===== src/rtl/branch_pkg.sv =====
// -----------------------------------------------------------------------------
// branch_pkg
// Shared definitions for the branch resolve unit:
//   - funct3 encodings of the six conditional branches
//   - the two funct3 codes that are not branches (ILLEGAL classification)
//   - packed compare-flag record passed from the comparator into stage 1
//   - helper functions for illegal classification and direction decode
// -----------------------------------------------------------------------------
package branch_pkg;

  localparam logic [2:0] F3_BEQ  = 3'b000;
  localparam logic [2:0] F3_BNE  = 3'b001;
  localparam logic [2:0] F3_BLT  = 3'b100;
  localparam logic [2:0] F3_BGE  = 3'b101;
  localparam logic [2:0] F3_BLTU = 3'b110;
  localparam logic [2:0] F3_BGEU = 3'b111;

  // funct3 values inside the branch opcode space that do not name a branch
  localparam logic [2:0] F3_ILLEGAL_A = 3'b010;
  localparam logic [2:0] F3_ILLEGAL_B = 3'b011;

  typedef struct packed {
    logic eq;
    logic lt;
    logic ltu;
  } cmp_flags_t;

  function automatic logic is_illegal(input logic [2:0] f3);
    return (f3 == F3_ILLEGAL_A) || (f3 == F3_ILLEGAL_B);
  endfunction

  // Illegal codes resolve as not-taken so the redirect falls through to pc+4.
  function automatic logic resolve_taken(input logic [2:0] f3, input cmp_flags_t fl);
    logic t;
    case (f3)
      F3_BEQ:  t = fl.eq;
      F3_BNE:  t = !fl.eq;
      F3_BLT:  t = fl.lt;
      F3_BGE:  t = !fl.lt;
      F3_BLTU: t = fl.ltu;
      F3_BGEU: t = !fl.ltu;
      default: t = 1'b0;
    endcase
    return t;
  endfunction

endpackage


===== src/rtl/branch_compare.sv =====
// -----------------------------------------------------------------------------
// branch_compare
// Purely combinational full-width operand comparator.
// Ports:
//   a, b  in  XLEN  operands (rs1, rs2)
//   eq    out 1     a == b
//   lt    out 1     signed a < signed b
//   ltu   out 1     unsigned a < unsigned b
// -----------------------------------------------------------------------------
module branch_compare #(
  parameter int XLEN = 32
) (
  input  logic [XLEN-1:0] a,
  input  logic [XLEN-1:0] b,
  output logic            eq,
  output logic            lt,
  output logic            ltu
);

  assign eq  = (a == b);
  assign lt  = ($signed(a) < $signed(b));
  assign ltu = (a < b);

endmodule


===== src/rtl/branch_resolve_unit.sv =====
// -----------------------------------------------------------------------------
// branch_resolve_unit
// Two-stage valid/ready pipeline that resolves conditional branches.
//   S1: captures funct3/pc/imm/prediction and the eq/lt/ltu compare flags.
//   S2: the output registers -- direction, redirect PC and status flags.
// Ports:
//   clk, rst                 clock, synchronous active-high reset
//   in_valid/in_ready        input handshake
//   in_funct3, in_rs1, in_rs2, in_pc, in_imm, in_pred_taken   branch op
//   flush                    drops every op in flight at the next edge
//   out_valid/out_ready      output handshake
//   out_taken, out_redirect_pc, out_mispredict, out_misaligned, out_illegal
//   branch_count, mispredict_count   saturating retire counters
// -----------------------------------------------------------------------------
module branch_resolve_unit
  import branch_pkg::*;
#(
  parameter int XLEN  = 32,
  parameter int CNT_W = 16
) (
  input  logic             clk,
  input  logic             rst,
  input  logic             in_valid,
  output logic             in_ready,
  input  logic [2:0]       in_funct3,
  input  logic [XLEN-1:0]  in_rs1,
  input  logic [XLEN-1:0]  in_rs2,
  input  logic [XLEN-1:0]  in_pc,
  input  logic [XLEN-1:0]  in_imm,
  input  logic             in_pred_taken,
  input  logic             flush,
  output logic             out_valid,
  input  logic             out_ready,
  output logic             out_taken,
  output logic [XLEN-1:0]  out_redirect_pc,
  output logic             out_mispredict,
  output logic             out_misaligned,
  output logic             out_illegal,
  output logic [CNT_W-1:0] branch_count,
  output logic [CNT_W-1:0] mispredict_count
);

  localparam logic [CNT_W-1:0] CNT_MAX = {CNT_W{1'b1}};
  localparam logic [CNT_W-1:0] CNT_ONE = CNT_W'(1'b1);
  localparam logic [XLEN-1:0]  PC_STEP = XLEN'(3'd4);

  logic             s1_valid;
  logic [2:0]       s1_funct3;
  logic [XLEN-1:0]  s1_pc;
  logic [XLEN-1:0]  s1_imm;
  logic             s1_pred;
  cmp_flags_t       s1_flags;

  logic             cmp_eq, cmp_lt, cmp_ltu;
  logic             s2_ready, s1_advance, accept, retire;
  logic             taken_c, illegal_c, misaligned_c, mispredict_c;
  logic [XLEN-1:0]  target_c, pc4_c, redirect_c;

  branch_compare #(.XLEN(XLEN)) u_compare (
    .a   (in_rs1),
    .b   (in_rs2),
    .eq  (cmp_eq),
    .lt  (cmp_lt),
    .ltu (cmp_ltu)
  );

  // S2 can take a new op when it is empty or its result leaves this cycle.
  assign s2_ready   = !out_valid || out_ready;
  assign s1_advance = s1_valid && s2_ready;
  // Depends only on state, flush and rst -- never on in_valid.
  assign in_ready   = !rst && !flush && (!s1_valid || s2_ready);
  assign accept     = in_valid && in_ready;
  assign retire     = out_valid && out_ready;

  // Stage 1: capture the offered op together with its compare flags.
  always_ff @(posedge clk) begin
    if (rst) begin
      s1_valid  <= 1'b0;
      s1_funct3 <= 3'b000;
      s1_pc     <= '0;
      s1_imm    <= '0;
      s1_pred   <= 1'b0;
      s1_flags  <= '0;
    end else if (flush) begin
      s1_valid  <= 1'b0;
    end else if (accept) begin
      s1_valid  <= 1'b1;
      s1_funct3 <= in_funct3;
      s1_pc     <= in_pc;
      s1_imm    <= in_imm;
      s1_pred   <= in_pred_taken;
      s1_flags  <= '{eq: cmp_eq, lt: cmp_lt, ltu: cmp_ltu};
    end else if (s1_advance) begin
      s1_valid  <= 1'b0;
    end
  end

  // Resolve direction, redirect address and status flags from the S1 op.
  always_comb begin
    illegal_c    = is_illegal(s1_funct3);
    taken_c      = resolve_taken(s1_funct3, s1_flags);
    target_c     = s1_pc + s1_imm;
    pc4_c        = s1_pc + PC_STEP;
    if (taken_c) begin
      redirect_c = target_c;
    end else begin
      redirect_c = pc4_c;
    end
    misaligned_c = taken_c && (target_c[1:0] != 2'b00);
    mispredict_c = !illegal_c && (taken_c != s1_pred);
  end

  // Stage 2: output registers; hold every field while stalled.
  always_ff @(posedge clk) begin
    if (rst) begin
      out_valid       <= 1'b0;
      out_taken       <= 1'b0;
      out_redirect_pc <= '0;
      out_mispredict  <= 1'b0;
      out_misaligned  <= 1'b0;
      out_illegal     <= 1'b0;
    end else if (flush) begin
      out_valid       <= 1'b0;
    end else if (s2_ready) begin
      out_valid       <= s1_valid;
      if (s1_valid) begin
        out_taken       <= taken_c;
        out_redirect_pc <= redirect_c;
        out_mispredict  <= mispredict_c;
        out_misaligned  <= misaligned_c;
        out_illegal     <= illegal_c;
      end
    end
  end

  // Saturating retire counters; only rst clears them.
  always_ff @(posedge clk) begin
    if (rst) begin
      branch_count     <= '0;
      mispredict_count <= '0;
    end else if (retire) begin
      if (!out_illegal && (branch_count != CNT_MAX)) begin
        branch_count <= branch_count + CNT_ONE;
      end
      if (out_mispredict && (mispredict_count != CNT_MAX)) begin
        mispredict_count <= mispredict_count + CNT_ONE;
      end
    end
  end

endmodule

===== config.mk =====
export PLATFORM = sky130hd
export DESIGN_NAME = branch_resolve_unit
export DESIGN_NICKNAME = d
export VERILOG_FILES = /design/src/rtl/branch_pkg.sv /design/src/rtl/branch_compare.sv /design/src/rtl/branch_resolve_unit.sv
export SDC_FILE = /design/constraint.sdc
export NUM_CORES = 1
export LEC_CHECK = 0
export BUFFER_PORTS_ARGS = -buffer_cell sky130_fd_sc_hd__buf_4
export CORE_MARGIN = 2
export CORE_UTILIZATION = 46
export CTS_BUF_LIST = sky130_fd_sc_hd__clkbuf_8
export DETAILED_ROUTE_END_ITERATION = 8
export GPL_TIMING_DRIVEN = 0
export PLACE_DENSITY = 0.7
export REMOVE_ABC_BUFFERS = 1
export SLEW_MARGIN = 20
export SYNTH_ARGS = -nofsm -noshare
export SYNTH_HDL_FRONTEND = slang
export SYNTH_SLANG_ARGS = --single-unit

===== constraint.sdc =====
create_clock -name clk -period 2.9 [get_ports clk]
set_input_delay 0.58 -clock clk [delete_from_list [all_inputs] [get_ports clk]]
set_output_delay 0.58 -clock clk [all_outputs]
set_load 0.03 [all_outputs]

==> results.txt, run 1 <==
Dividing total power by cell area gives a power density of ~400 mW/mm2. The final standard cell count with taps included and fillers excluded is 1542. The synthesized design spends more area on one cell type than any other, namely dfxtp_1. Setup violations remaining at the end of the flow were counted as 0. The ratio of cells with drive above 1 in the final layout came out at about 22%.

The highest attainable clock frequency came out at 360 MHz. The total inserted antenna cells came out at 0. The final design instance area without fill is 0.0110 mm2. The synthesized design contains 141 register bits. The net count of the finished layout is between 1000 and 1500.

The count of TritonRoute iterations in the first routing pass is 5. The worst setup path is launched from a register. The top cell types in the final layout, fill and taps aside, are buf_4 (210), nand2_1 (208), dfxtp_1 (136). The largest net degree at the start of global routing came out at 141. Counting flops with a built-in enable in the synthesized netlist gives 0. Pin placement for this block handled slightly above 200 I/O pins. The highest fanout seen on the critical path is 5. The post-synthesis cell area is 0.00864 mm2. The number of DRC violations after detailed routing is 0. The critical path in this run is classified as reg2reg. The source-to-sink clock delay at the later pin of the worst-skew pair came out at ~0.46 ns. STA classifies the critical path endpoint as a register. The critical path goes through ha_2, a21o_1, a21o_1, a221o_1, o21ai_4, a31o_4, o21ai_2, a2111o_1, a2111oi_2. The number of instances in the synthesized netlist came out at 1112.

The aggregate global-route resource usage is 23.1%. At the end of routability-driven placement, the weighted congestion stood at 0.886. The tree is rooted in a clkbuf_8. The peak supply drop is 216 uV. The clock network fraction of total power is between 40% and 50%. The depth of the CTS H-tree is 4. The post-route clock skew is 0.0117 ns. The die is 141 um tall. The logic depth of the worst register-to-register path is 9.

The worst register-to-register path begins at s1_pc[11]. The number of buffers created by CTS came out at 17. The cell-internal power is 0.00322 W. The worst hold path belongs to the class in2reg.

The total overflow left after global routing is 0. The slowest cell on the critical path is a2111o_1. For this run, the number of Yosys warnings is 0. The switching power came out at 0.00111 W. The area share of the leading cell type in the synthesized netlist came out at 32.7%.

The proportion of total power due to net switching is around 26%. The area enclosed by the die boundary came out at 0.0199 mm2. The arrival time of the worst setup path came out at 3.14 ns. The capture point of the critical path is out_redirect_pc[30]. The cell count after placement is roughly 1500. The number of port buffers is 206.

The sequential share of power came out at 46.7%. In this run, the combinational gates consume 13.3% of the power. Yosys attributes the largest share of cell area to dfxtp_1 (33%), ha_1 (9.6%), nand2_1 (9.1%), a21oi_1 (6.8%), xor2_1 (4.6%). The hold violation total from the final report came out at 0. The overall routed net length came out at ~24000 um.

By instance count, the cell type seen most on the critical path is a21o_1. The overall via count from detail_route is 8417. Setup slack on the worst reg-to-reg path comes out at 0.12 ns. After clock tree synthesis, the clock-pin slew on the worst setup and hold paths is approximately 0.080 ns.

The kind of cell with the highest combined delay on the critical path is compound AO/OA/AOI/OAI gates. The setup slack after placement is -0.205 ns. In this run the most critical hold path is launched from flush. The buffers plus inverters on the worst setup path is 0. The count of antenna-violating nets left after detailed routing is 0. The area growth from synthesis to layout is 27.2%. The largest buffer count on any clock path came out at 2. The HPWL after detailed placement came out at 17200 um. Subtracting the final worst setup slack from the clock period gives 2.78 ns. The least setup slack across all paths after layout came out at 0.124 ns. The die outline width came out at 141 um. In this run the tightest slew margin relative to its limit is 32.2%. The number of antenna violations at the first check in global routing is 0. The reported max-cap violation count is 0. The area of the core region came out at 0.0186 mm2. The hold slack is between 0.3 and 0.4 ns. The flow ran to the end, and the final reports show no timing, DRC or antenna violations. The largest stage delay on the critical path is 0.44 ns. For the pin with the worst max-slew slack, the measured transition is 1.00 ns. For this run, the leading register cell type out of synthesis is dfxtp_1.

The critical path starts at s1_pc[11]. The share of the yosys chip area belonging to registers is 32.7%. The analysis attributes to cell leakage a power of between 4 and 5 nW. The count of different cell masters after synthesis came out at 80. The first-pass GRT wire length came out at roughly 38000 um. The required arrival time at the worst endpoint came out at 3.27 ns. The share of synthesized registers carrying an async set or reset is 0%. Leaving out fill and tap cells, the most frequent cell in the layout is buf_4.

The number of violations reported at the end of detailed-routing iteration 0 came out at 479. The row count came out at 50. The count of final max-slew check failures is 0.

Buffers inserted to repair hold after CTS numbered 0. Dividing the detail-routed via count by the number of cells gives 5.46. The fraction of the cycle the final worst path needs came out at 95.7%. The destination of the worst register-to-register timing path is out_redirect_pc[30]. The average wire per standard cell came out at 15.3 um.

The number of global-route vias before repair was 7760. TritonCTS built the clock tree. The total clock sinks came out at 141.

The number of gates on the worst path with buffers counted is 9. The starting utilization of the core area came out at 46.5%. The mean cell area of the mapped netlist is 7.77 um2. The total cell area at the placement stage came out at between 0.01 and 0.015 mm2.
-- worst register-to-register path, stage by stage, from the launching register on --
cell       delay, ns
dfxtp_2         0.39
ha_2            0.33
a21o_1          0.17
a21o_1          0.17
a221o_1         0.41
o21ai_4         0.21
a31o_4          0.22
o21ai_2         0.07
a2111o_1        0.44
a2111oi_2       0.28
-- layout make-up --
class	instances	area [um2]
Inverter	44	165
Tap cell	234	293
Fill cell	1751	7590
Clock buffer	22	303
Multi-Input combinational cell	876	5590
Timing Repair Buffer	215	1670
Clock inverter	10	136
Sequential cell	141	2830
-- cells by family (layout without fill, tap and decap cells) --
| family | after synthesis | in the layout | synth area share [%] |
|---|---|---|---|
| buf+inv | 95 | 291 | 4.62 |
| compound gates | 267 | 267 | 20.2 |
| fa+ha+maj | 67 | 67 | 9.79 |
| mux | 8 | 8 | 0.927 |
| xor+xnor | 76 | 76 | 7.70 |
| flops | 141 | 141 | 32.7 |
| simple gates | 458 | 458 | 24.1 |
-- worst min path at each step --
stage / slack [ns] / endpoint / cells after the start
3_3_place_gp: 0.44 / out_redirect_pc[1] / 2
3_5_place_dp: 0.45 / out_redirect_pc[1] / 2
4_1_cts: 0.30 / out_valid / 2
6_report: 0.32 / out_valid / 2
2_1_floorplan: 0.43 / s1_flags[2] / 2
5_1_grt: 0.30 / s1_valid / 2
-- stage by stage --
step / util, % / TNS (ns) / power, W
final: 59.2 / 0 / 0.00433
after CTS: 58.1 / 0 / 0.00435
after global routing: 59.2 / -0.0310 / 0.00450
after global placement: 55.1 / -155.28 / 0.00261
after floorplan: - / -21.85 / 0.00234
after detailed placement: 55.7 / -0.328 / 0.00263
-- registers in the layout, summed over array words and instances (netlist names) --
signal	flops
out_valid	1
mispredict_count	16
s1_flags	3
branch_count	16
s1_funct3	3
out_illegal	1
out_redirect_pc	32
s1_imm	32
s1_pred	1
out_misaligned	1
s1_valid	1
s1_pc	32
out_mispredict	1
out_taken	1
-- cells in the mapped netlist (all sizes together) (5+ instances only) --
cell type and count:
nor2b 10, clkbuf 48, nor3b 6, o21ai 34, ha 66, a21oi 118
a211oi 18, nand3 37, nand4 25, a21o 32, nand2b 6, nor3 27
or3 7, nand2 210, xnor2 31, and3 16, mux2i 8, o211ai 6
inv 44, o21a 5, and4 7, a31oi 9, dfxtp 141, nand3b 6
xor2 45, nor2 93
-- what timing repair did --
action / in CTS / in global routing
setup buffers: 0 / 3
gates resized for setup: 2 / 27
hold endpoints to repair: 0 / 0
pin swaps: 1 / 6
gates cloned: 0 / 0
setup endpoints to repair: 5 / 10
-- power by group through the flow --
stage / Sequential [W] / Clock (W) / Combinational, W
after floorplan: 0.00207 / 0 / 0.000273
after global placement: 0.00206 / 0 / 0.000547
after detailed placement: 0.00206 / 0 / 0.000562
after CTS: 0.00202 / 0.00176 / 0.000566
after global routing: 0.00203 / 0.00183 / 0.000642
final: 0.00202 / 0.00173 / 0.000574
-- per-layer routing --
| layer | GRT usage, % | up-vias | wire length [um] |
|---|---|---|---|
| met4 | 6.42 | 0 | 409 |
| met5 | 0 | - | 0 |
| met1 | 28.9 | 3880 | 10400 |
| met2 | 39.6 | 241 | 11400 |
| met3 | 5.71 | 35 | 1430 |
| li1 | - | 4261 | - |
(Power assumes the default switching activity.)
==> run 2: changes to the inputs <==
--- a/config.mk
+++ b/config.mk
@@ -8,7 +8,6 @@
 export BUFFER_PORTS_ARGS = -buffer_cell sky130_fd_sc_hd__buf_4
 export CORE_MARGIN = 2
 export CORE_UTILIZATION = 46
-export CTS_BUF_LIST = sky130_fd_sc_hd__clkbuf_8
 export DETAILED_ROUTE_END_ITERATION = 8
 export GPL_TIMING_DRIVEN = 0
 export PLACE_DENSITY = 0.7
==> run 2 against run 1 <==
Against the previous run: final cell count about the same; highest routed layer unchanged; design area grew 1.4%; routed wire length down 0.12%; largest cell class unchanged; fmax is 0.29% higher; largest power group is now clock; clock skew shrank 0.0042 ns.
==> results.txt, run 2 (synthesized netlist as in run 1, its figures left out) <==
The number of port buffers came out at 206 (unchanged). The power per standard cell area is 440 mW/mm2 (was 394 mW/mm2). The reported max-cap violation count is 0 (unchanged). The kind of cell with the highest combined delay on the critical path is compound AO/OA/AOI/OAI gates (unchanged). The TritonCTS clock tree is built (unchanged).

The area of the core region is 0.0186 mm2 (unchanged). The starting utilization of the core area is 46.5% (unchanged). The vias per cell came out at 5.49 (was 5.46). The total area of multi-input combinational cells came to 0.00558 mm2 (was 0.00559 mm2). The total of fill cells in the finished design came to 1731 (was 1751). The overall routed net length is 23600 um (about the same).

The number of antenna violations at the first check in global routing came out at 0 (unchanged). The count of antenna-violating nets left after detailed routing came out at 0 (unchanged). The number of hold buffers added after cts is 0 (unchanged).

The count of final max-slew check failures came out at 0 (unchanged). The slowest cell on the critical path is a2111o_1 (unchanged). The final standard cell count with taps included and fillers excluded is 1541 (was 1542).

The highest attainable clock frequency is 361 MHz (was 360 MHz). The number of global-route vias before repair is 7779 (was 7760). The source-to-sink clock delay at the later pin of the worst-skew pair is 0.42 ns (was 0.46 ns). The area taken by flip-flops and latches came out at 0.00283 mm2 (unchanged). The number of buffers created by CTS came to 17 (unchanged). The average wire per standard cell came out at 15.3 um (about the same).

The final weighted congestion in routability-driven placement is 0.886 (unchanged). The clock root buffer is clkbuf_16 (was clkbuf_8). Cell Chain, Critical Path: ha_2, a21o_1, a21o_1, a221o_1, o21ai_4, a31o_4, o21ai_2, a2111o_1, a2111oi_2 (unchanged). The buffers plus inverters on the worst setup path came to 0 (unchanged). The post-route clock skew is 0.00754 ns (was 0.0117 ns). The total clock sinks came out at 141 (unchanged). The cell-internal power is 0.00372 W (was 0.00322 W).

The aggregate global-route resource usage is 23.1% (unchanged). The I/O pin total came out at 207 (unchanged). The utilization after layout came to 60.0% (was 59.2%). The startpoint type of the worst setup path is a register (unchanged). Status: complete, no violations (unchanged). The sequential share of power is 41.3% (was 46.7%). The final design instance area without fill came out at 0.0111 mm2 (was 0.0110 mm2). The row count came out at 50 (unchanged). The total cell area at the placement stage came out at 0.0103 mm2 (unchanged). The hold violation total from the final report came out at 0 (unchanged). The overall via count from detail_route is 8456 (was 8417). The first-pass GRT wire length came to 37500 um (about the same).

The residual overflow from global routing came out at 0 (unchanged). The clock network fraction of total power is 47.0% (was 40.0%). Commonest cells after routing, fill and taps aside: buf_4 (210), nand2_1 (208), dfxtp_1 (136) (unchanged). The required arrival time at the worst endpoint was 3.22 ns (was 3.27 ns). The highest fanout seen on the critical path is 5 (unchanged). The relative area change from synthesis to final layout was 29.0% (was 27.2%).

The total chip power is 0.00490 W (was 0.00433 W). The post-layout minimum cycle time came out at 2.77 ns (was 2.78 ns). The final layout net count came to 1498 (was 1499). The switching power was 0.00117 W (was 0.00111 W). The combinational power share came out at 11.6% (was 13.3%). The die outline height came out at 141 um (unchanged).

The cell count after placement is 1506 (unchanged). The number of violations reported at the end of detailed-routing iteration 0 came out at 504 (was 479). The clock transition at the register clock pins on the worst setup and hold paths after CTS was 0.06 ns (was 0.08 ns).

The count of TritonRoute iterations in the first routing pass came out at 5 (unchanged). The proportion of total power due to net switching came out at 24.0% (was 25.6%). The total inserted antenna cells came out at 0 (unchanged). The endpoint type of the worst setup path is a register (unchanged).

The ratio of cells with drive above 1 in the final layout came out at 22.1% (was 22.2%). The largest buffer count on any clock path is 2 (unchanged). The largest net degree at the start of global routing is 141 (unchanged). The headroom to the max-slew limit came to 29.5% (was 32.2%). The die outline width is 141 um (unchanged). The HPWL after detailed placement came to 17200 um (unchanged). The largest stage delay on the critical path is 0.44 ns (about the same). The cell type with the highest occurrence count on the critical path is a21o_1 (unchanged).

The area enclosed by the die boundary came out at 0.0199 mm2 (unchanged). The depth of the CTS H-tree was 4 (unchanged). The static leakage was 4.93 nW (was 4.86 nW).

The setup TNS is 0 ns (unchanged). Regs by FF count: out_redirect_pc: 32 flops, s1_imm: 32 flops, s1_pc: 32 flops (unchanged). The start-to-end type of the worst setup path is reg2reg (unchanged). The number of DRC violations after detailed routing is 0 (unchanged).

The number of setup violations in the final report came out at 0 (unchanged). The fraction of the cycle the final worst path needs came to 95.5% (was 95.7%). The arrival time of the worst setup path is 3.09 ns (was 3.14 ns).

The worst min-delay path category is in2reg (unchanged). The peak supply drop is 293 uV (was 216 uV). The actual slew at the worst max-slew pin was 1.06 ns (was 1.00 ns).

The commonest non-fill, non-tap cell in the layout is buf_4 (unchanged).
==> run 2: final timing paths <==
check	start	endpoint	slack, ns	depth (start not counted)
max	s1_pc[11]	out_redirect_pc[30]	0.13	9
min	flush	out_valid	0.36	2
max reg2reg	s1_pc[11]	out_redirect_pc[30]	0.13	9
min reg2reg	out_redirect_pc[1]	out_redirect_pc[1]	0.45	2
==> run 2: power groups by stage <==
| stage | sequential, W | combinational [W] | clock [W] |
|---|---|---|---|
| after floorplan | 0.00207 | 0.000273 | 0 |
| after global placement | 0.00206 | 0.000547 | 0 |
| after detailed placement | 0.00206 | 0.000562 | 0 |
| after CTS | 0.00202 | 0.000567 | 0.00234 |
| after global routing | 0.00203 | 0.000638 | 0.00241 |
| final | 0.00202 | 0.000570 | 0.00230 |
==> run 2: per-stage QoR <==
step,hold slack [ns],worst slack [ns]
6_report,0.361,0.132
5_1_grt,0.358,-0.0318
4_1_cts,0.348,0.00305
3_5_place_dp,0.447,-0.205
3_3_place_gp,0.442,-2.67
2_1_floorplan,0.425,-0.410
==> run 2: repair_timing <==
action                                  4_1_cts  5_1_grt
gates resized for setup                       2       26
buffers inserted                              0        3
pin swaps                                     1        6
endpoints found under the setup margin        5        9
==> run 2: layout make-up <==
cell class / instances / area share, %
Clock buffer: 23 / 4.47
Multi-Input combinational cell: 876 / 50.1
Timing Repair Buffer: 214 / 14.8
Clock inverter: 9 / 1.19
Inverter: 44 / 1.48
Tap cell: 234 / 2.63
Sequential cell: 141 / 25.4
==> run 2: per-layer routing <==
metal | up-vias | GRT usage (%) | wire length (um)
met5 | - | 0 | 0
met4 | 0 | 7.16 | 484
met3 | 36 | 5.64 | 1620
met2 | 279 | 39.1 | 11200
met1 | 3877 | 29.1 | 10300
li1 | 4264 | - | -
